$ cat config.mk
export PLATFORM = sky130hd
export DESIGN_NAME = mux4_rr_arbiter
export DESIGN_NICKNAME = d
export VERILOG_FILES = /design/src/rtl/mux4_rr_arbiter.sv
export SDC_FILE = /design/constraint.sdc
export NUM_CORES = 1
export LEC_CHECK = 0
export CAP_MARGIN = 0
export CORE_ASPECT_RATIO = 1.75
export CORE_MARGIN = 2
export CORE_UTILIZATION = 38
export CTS_CLUSTER_DIAMETER = 60
export CTS_CLUSTER_SIZE = 28
export DETAILED_ROUTE_END_ITERATION = 8
export HOLD_SLACK_MARGIN = 0.05
export SLEW_MARGIN = 0
export SYNTH_ARGS = -nofsm -noshare
export SYNTH_HDL_FRONTEND = slang
export SYNTH_SLANG_ARGS = --single-unit
export TNS_END_PERCENT = 30
$ cat constraint.sdc
create_clock -name CLK -period 5.4 [get_ports CLK]
set_input_delay 1.62 -clock CLK [delete_from_list [all_inputs] [get_ports CLK]]
set_output_delay 1.62 -clock CLK [all_outputs]
set_load 0.05 [all_outputs]
$ cat src/rtl/mux4_rr_arbiter.sv
// Round-robin arbiter that owns the select lines of a shared 4:1 mux.
// One requester is granted at a time. The grant is released on DONE, when
// the owner drops its request, or when the hold limit is reached.
// S1/S0 keep the last granted index while idle, so the mux output does not
// fall back to input A between grants.
module mux4_rr_arbiter #(
    parameter int unsigned HOLD_MAX = 8
) (
    input  logic       CLK,
    input  logic       RST_N,
    input  logic [3:0] REQ,
    input  logic       DONE,
    output logic [3:0] GNT,
    output logic       VALID,
    output logic       S0,
    output logic       S1,
    output logic       TIMEOUT
);

    typedef enum logic {
        IDLE,
        OWN
    } state_t;

    state_t     state;
    logic [1:0] last;
    logic [7:0] hcnt;

    logic [1:0] win;
    logic [1:0] idx;
    logic       found;
    logic       rel_done;
    logic       rel_drop;
    logic       rel_hold;
    logic       rel_any;

    // Rotating priority search starting just after the most recent grant
    always_comb begin
        win   = '0;
        idx   = '0;
        found = 1'b0;
        for (int unsigned i = 1; i <= 4; i++) begin
            idx = last + 2'(i);
            if (!found && REQ[idx]) begin
                win   = idx;
                found = 1'b1;
            end
        end
    end

    // Release conditions for the current owner
    always_comb begin
        rel_done = DONE;
        rel_drop = ~REQ[last];
        rel_hold = (hcnt == 8'(HOLD_MAX));
        rel_any  = rel_done | rel_drop | rel_hold;
    end

    // Arbiter FSM with registered grant, select and timeout outputs
    always_ff @(posedge CLK or negedge RST_N) begin
        if (!RST_N) begin
            state   <= IDLE;
            last    <= 2'd3;
            hcnt    <= '0;
            GNT     <= '0;
            VALID   <= 1'b0;
            S1      <= 1'b0;
            S0      <= 1'b0;
            TIMEOUT <= 1'b0;
        end else begin
            case (state)
                IDLE: begin
                    TIMEOUT <= 1'b0;
                    if (found) begin
                        GNT      <= 4'b0001 << win;
                        VALID    <= 1'b1;
                        {S1, S0} <= win;
                        last     <= win;
                        hcnt     <= 8'd1;
                        state    <= OWN;
                    end
                end
                OWN: begin
                    if (rel_any) begin
                        GNT     <= '0;
                        VALID   <= 1'b0;
                        TIMEOUT <= rel_hold & ~rel_done & ~rel_drop;
                        state   <= IDLE;
                    end else begin
                        hcnt    <= hcnt + 8'd1;
                        TIMEOUT <= 1'b0;
                    end
                end
                default: begin
                    state <= IDLE;
                    GNT   <= '0;
                    VALID <= 1'b0;
                end
            endcase
        end
    end

endmodule

==> impl_metrics.json, run 1 <==
{
  "cp_max_fo": 8,
  "path_clk_slew_ns": 0.07,
  "grt_max_degree": 20,
  "critical_path_buf_inv_count": 1,
  "syn_to_final_growth_pct": 17.5,
  "outcome": "finished clean",
  "ys_seq_area_share_pct": 42.8,
  "overflow": 0,
  "met1_usage_pct": 19.2,
  "p_per_area_nw_per_um2": 536,
  "p_comb_share_pct": 50.3,
  "clkLatencyLatePin_ns": 0.25,
  "grt.total_usage_pct": 16.6,
  "setup_slack_ns": 2.18,
  "cts_sinks": 19,
  "start_kind": "primary input",
  "path_delay_family": "simple AND/OR/NAND/NOR gates",
  "crit_chain": "clkdlybuf4s50_1, nor4_4, or2_1, and3_4, a22o_1",
  "power_frac_clock_pct": 13.9,
  "fp.dieW_um": 45.0,
  "synth_edf_count": 0,
  "wl_per_cell_um": 16.2,
  "io_buffers": 14,
  "finalMaxSlewViolations": 0,
  "sw_frac_of_total_pct": 45.2,
  "cts_resized": 0,
  "grt_use_met3_pct": 2.61,
  "vdd_ir_drop_max_mv": 0.295,
  "leakage_nw": 0.537,
  "cpMaxStageDelayCell": "clkdlybuf4s50_1",
  "drt-total-wl_um": 2480,
  "synth_top_area_share_pct": 38.1,
  "fillers": 280,
  "ctsHoldBuffers": 0,
  "cp.arrival_ns": 3.41,
  "finClkSkew_ns": 0.00300,
  "drc": 0,
  "grt_setup_unrepaired": "no",
  "cts_tree": "done",
  "drive_gt1_share_pct": 16.0,
  "critical_path_class": "primary input to flip-flop",
  "std_cell_rows": 26,
  "relSlewSlack_pct": 44.1,
  "tns_ns": 0,
  "post_cts_buffers": 0,
  "hold_ws_ns": 0.504,
  "period_needed_ns": 3.22,
  "numCtsBuffers": 3,
  "vias": 911,
  "cp_slowest_stage_delay_ns": 0.53,
  "ys.flop_type": "dfrtp_1",
  "initialDrtViolationCount": 36,
  "die_h_um": 75.7,
  "core_area_sq_um": 2860,
  "dp_hpwl_um": 1910,
  "fin_crit_sh_pct": 59.6,
  "antenna_found_initial": 0,
  "ys_warn_count": 0,
  "final-instance-count-excl-fill": 153,
  "syn_nets": 119,
  "cts_buffer_depth": 2,
  "grt.busiest_layer": "met2",
  "ioPinCount": 15,
  "finalHoldViolCount": 0,
  "max_freq_mhz": 311,
  "pre_cts_ws_ns": 1.92,
  "setup_violations": 0,
  "synth_cell_types": 45,
  "syn_area_per_cell_sq_um": 10.1,
  "p_int_uw": 385,
  "post-place-cells": 149,
  "worstPathRequired_ns": 5.59,
  "seq_power_share_pct": 35.8,
  "final_nets": 135,
  "viasPerCell": 5.95,
  "yosys_register_bits": 19,
  "antenna_cells": 0,
  "p_total_uw": 703,
  "globalRouteMet2Util_pct": 29.2,
  "htree_levels": 1,
  "cts_root_buf": "clkbuf_8",
  "switching_power_uw": 318,
  "grt_pass1_vias": 901,
  "gp_congestion": 0.756,
  "maxCapViolCount": 0,
  "crit_path_end_kind": "flip-flop",
  "start_util_pct": 39.0,
  "tightest_slew_ns": 0.837,
  "first_pass_iters": 4,
  "syn_area_sq_um": 1120,
  "synth_top_cells_by_area": "dfrtp_1 (38%), dfstp_2 (4.7%), nor2_1 (4.0%)",
  "fp.dieArea_sq_um": 3400,
  "syn_inst": 110,
  "synthArstFlopShare_pct": 100,
  "grt_pass1_wl_um": 4180,
  "drt.antenna.violating_nets": 0,
  "hold_class": "flip-flop to flip-flop",
  "yosysTopAreaCell": "dfrtp_1"
}
-- logic make-up after synthesis --
kind of cell / share of synthesized area, %
fa+ha+maj: 2.24
compound gates: 19.2
simple gates: 28.8
flops: 42.8
mux: 2.91
buf+inv: 4.04
-- worst paths after layout --
| check | startpoint | depth (start not counted) | slack [ns] | endpoint |
|---|---|---|---|---|
| max | REQ[1] | 5 | 2.18 | GNT[0] |
| min | GNT[1] | 1 | 0.50 | GNT[1] |
| max reg2reg | last[1] | 4 | 3.55 | GNT[0] |
| min reg2reg | GNT[1] | 1 | 0.50 | GNT[1] |
| max in group asynchronous | RST_N | 1 | 3.04 | GNT[3] |
| min in group asynchronous | RST_N | 1 | 1.85 | hcnt[6] |
-- registers in the layout (all words and copies together), names as in the netlist --
name and flops:
hcnt 8, S0 1, VALID 1, GNT 4, S1 1, TIMEOUT 1, last 2, state 1
-- layout make-up --
class	count	area (sq um)	area share (%)
multi-input combinational	83	593	45.2
sequential	19	478	36.5
timing repair buffer	14	140	10.7
clock buffer	3	41.3	3.15
tap	28	35.0	2.67
inverter	5	18.8	1.43
clock inverter	1	5.00	0.382
-- placed cells by master, fill, tap and decap left out, types with 2 or more instances in the layout --
| cell | n |
|---|---|
| dfrtp_1 | 17 |
| clkdlybuf4s50_1 | 14 |
| nor2_1 | 12 |
| nand2_1 | 10 |
| inv_1 | 5 |
| nand3_1 | 5 |
| a21oi_1 | 5 |
| nand4_1 | 4 |
| o22ai_1 | 4 |
| a22o_1 | 3 |
| clkbuf_8 | 3 |
| or2_2 | 2 |
| nor4_4 | 2 |
| nor3_1 | 2 |
| a21o_2 | 2 |
| o21ai_0 | 2 |
| a31o_2 | 2 |
| ha_1 | 2 |
| dfstp_2 | 2 |
-- through the flow --
stage,area (sq um),util [%]
after floorplan,1120,-
after global placement,1260,44.2
after detailed placement,1260,44.2
after CTS,1310,45.8
after global routing,1310,45.8
final,1310,45.8
-- power groups by stage --
stage	clock, mW	sequential [mW]	combinational [mW]
floorplan	0	0.315	0.201
global placement	0	0.251	0.351
detailed placement	0	0.255	0.356
CTS	0.100	0.252	0.358
global route	0.106	0.261	0.386
finish	0.0975	0.252	0.354
-- cell usage after synthesis, types with 2 or more instances --
library cell  count
ha_1              2
nand3_1           5
nor2_1           12
dfrtp_1          17
inv_1             5
a21oi_1           5
a21o_2            2
or2_2             2
dfstp_2           2
nor4_4            2
nand2_1          10
a31o_2            2
buf_6             2
nor3_1            2
o21ai_0           2
a22o_1            3
o22ai_1           4
nand4_1           4
-- per-layer routing --
metal	vias up	share of wire [%]
met3	2	4.2
met1	451	38
met2	18	56
met5	-	0
li1	440	-
met4	0	1.1
(Power assumes the default switching activity.)
==> inputs of run 2 (changes only) <==
==> constraint.sdc (replaced) <==
create_clock -name CLK -period 3.05 [get_ports CLK]
set_input_delay 0.915 -clock CLK [delete_from_list [all_inputs] [get_ports CLK]]
set_output_delay 0.915 -clock CLK [all_outputs]
set_load 0.05 [all_outputs]
==> impl_metrics.json, run 2 (synthesis gave the netlist of run 1 again) <==
{
  "worstRegToRegCells": 6,
  "numCtsBuffers": 3,
  "leakage_nw": 0.547,
  "final_nets": 137,
  "tns_ns": 0,
  "cts_sinks": 19,
  "finalMaxSlewViolations": 0,
  "vias": 922,
  "p_per_area_nw_per_um2": 936,
  "setup_violations": 0,
  "drt.antenna.violating_nets": 0,
  "finClkSkew_ns": 0.00431,
  "initialDrtViolationCount": 46,
  "fp.dieArea_sq_um": 3400,
  "cts_buffer_depth": 2,
  "tightest_slew_ns": 0.531,
  "regMostFlops": "hcnt",
  "viasPerCell": 5.95,
  "start_kind": "primary input",
  "design_area_sq_um": 1330,
  "syn_to_final_growth_pct": 18.8,
  "grt_pass1_vias": 892,
  "r2r-start": "hcnt[0]",
  "ioPinCount": 15,
  "startpoint": "REQ[3]",
  "clkLatencyLatePin_ns": 0.26,
  "vdd_ir_drop_max_mv": 0.379,
  "critical_path_class": "primary input to flip-flop",
  "first_pass_iters": 4,
  "finalHoldViolCount": 0,
  "io_buffers": 14,
  "core_area_sq_um": 2860,
  "p_total_mw": 1.24,
  "cts_tree": "done",
  "grt.total_usage_pct": 16.4,
  "grt_pass1_wl_um": 4050,
  "dp_hpwl_um": 1800,
  "r2r_end": "hcnt[3]",
  "std_cell_rows": 26,
  "placed_cell_area_sq_um": 1280,
  "reg2reg_slack_ns": 1.04,
  "largest_reg_flops": 8,
  "drc": 0,
  "gp_congestion": 0.886,
  "crit_path_end_kind": "flip-flop",
  "holdPathEnd": "S1",
  "cts_resized": 0,
  "drive_gt1_share_pct": 17.3,
  "worstHoldStart": "S1",
  "largestRegisters": "hcnt (8), GNT (4), last (2)",
  "fin_crit_sh_pct": 79.6,
  "path_clk_slew_ns": 0.07,
  "wl_per_cell_um": 15.3,
  "relSlewSlack_pct": 64.3,
  "outcome": "finished clean",
  "maxCapViolCount": 0,
  "htree_levels": 1,
  "start_util_pct": 39.0,
  "cts_root_buf": "clkbuf_8",
  "antenna_cells": 0,
  "antenna_found_initial": 0,
  "post_cts_buffers": 0,
  "holdPathStages": 1,
  "period_needed_ns": 2.43,
  "most-common-layout-cells": "dfrtp_1 (17), clkdlybuf4s50_1 (14), nor2_1 (12)",
  "mostFrequentLayoutCell": "dfrtp_1",
  "overflow": 0,
  "drt-total-wl_um": 2370,
  "worstPathRequired_ns": 3.20,
  "max_freq_mhz": 412,
  "grt_setup_unrepaired": "no",
  "die_h_um": 75.7,
  "cp.arrival_ns": 2.58,
  "fp.dieW_um": 45.0,
  "grt_max_degree": 20,
  "cp_max_fo": 5,
  "hold_class": "flip-flop to flip-flop",
  "ctsHoldBuffers": 0
}
run 2: cell types whose count changed in the layout (fill, tap and decap cells not counted):
cell   change
buf_4      +2
run 2: layout make-up:
class	count	area [sq um]
clock buffer	3	41.3
clock inverter	1	5.00
fill	272	1540
inverter	5	18.8
multi-input combinational	83	593
sequential	19	478
tap	28	35.0
timing repair buffer	16	155
run 2: worst max-delay path by stage:
stage                  end  cells past startpoint
floorplan           GNT[0]                      4
global placement    GNT[3]                      5
detailed placement  GNT[3]                      5
CTS                 GNT[3]                      5
global route        GNT[3]                      5
finish              GNT[3]                      5
run 2: layer usage:
| layer | routed length, um | GRT usage (%) | vias up |
|---|---|---|---|
| li1 | - | - | 445 |
| met1 | 913 | 19.3 | 440 |
| met2 | 1260 | 26.5 | 29 |
| met3 | 111 | 3.08 | 8 |
| met4 | 91 | 10.5 | 0 |
| met5 | 0 | 0 | - |
run 2: worst max-delay path, cell delays in order:
cell and delay, ns:
clkdlybuf4s50_1 0.54, and3b_2 0.28, o31ai_1 0.48, nor2_1 0.15
a22o_1 0.22
run 2: power by group:
| group | leakage (nW) | internal [mW] | switching, mW | total (mW) |
|---|---|---|---|---|
| logic | 0.281 | 0.252 | 0.373 | 0.625 |
| registers | 0.241 | 0.341 | 0.0982 | 0.439 |
| clock network | 0.0255 | 0.0909 | 0.0866 | 0.178 |
run 2: through the flow:
step	utilization (%)	hold slack [ns]	setup WS, ns	instances
6_report	46.3	0.486	0.622	155
4_1_cts	46.3	0.494	0.600	155
5_1_grt	46.3	0.508	0.459	155
3_5_place_dp	44.7	0.476	0.322	151
2_1_floorplan	-	0.505	1.07	110
3_3_place_gp	44.7	0.472	0.323	151
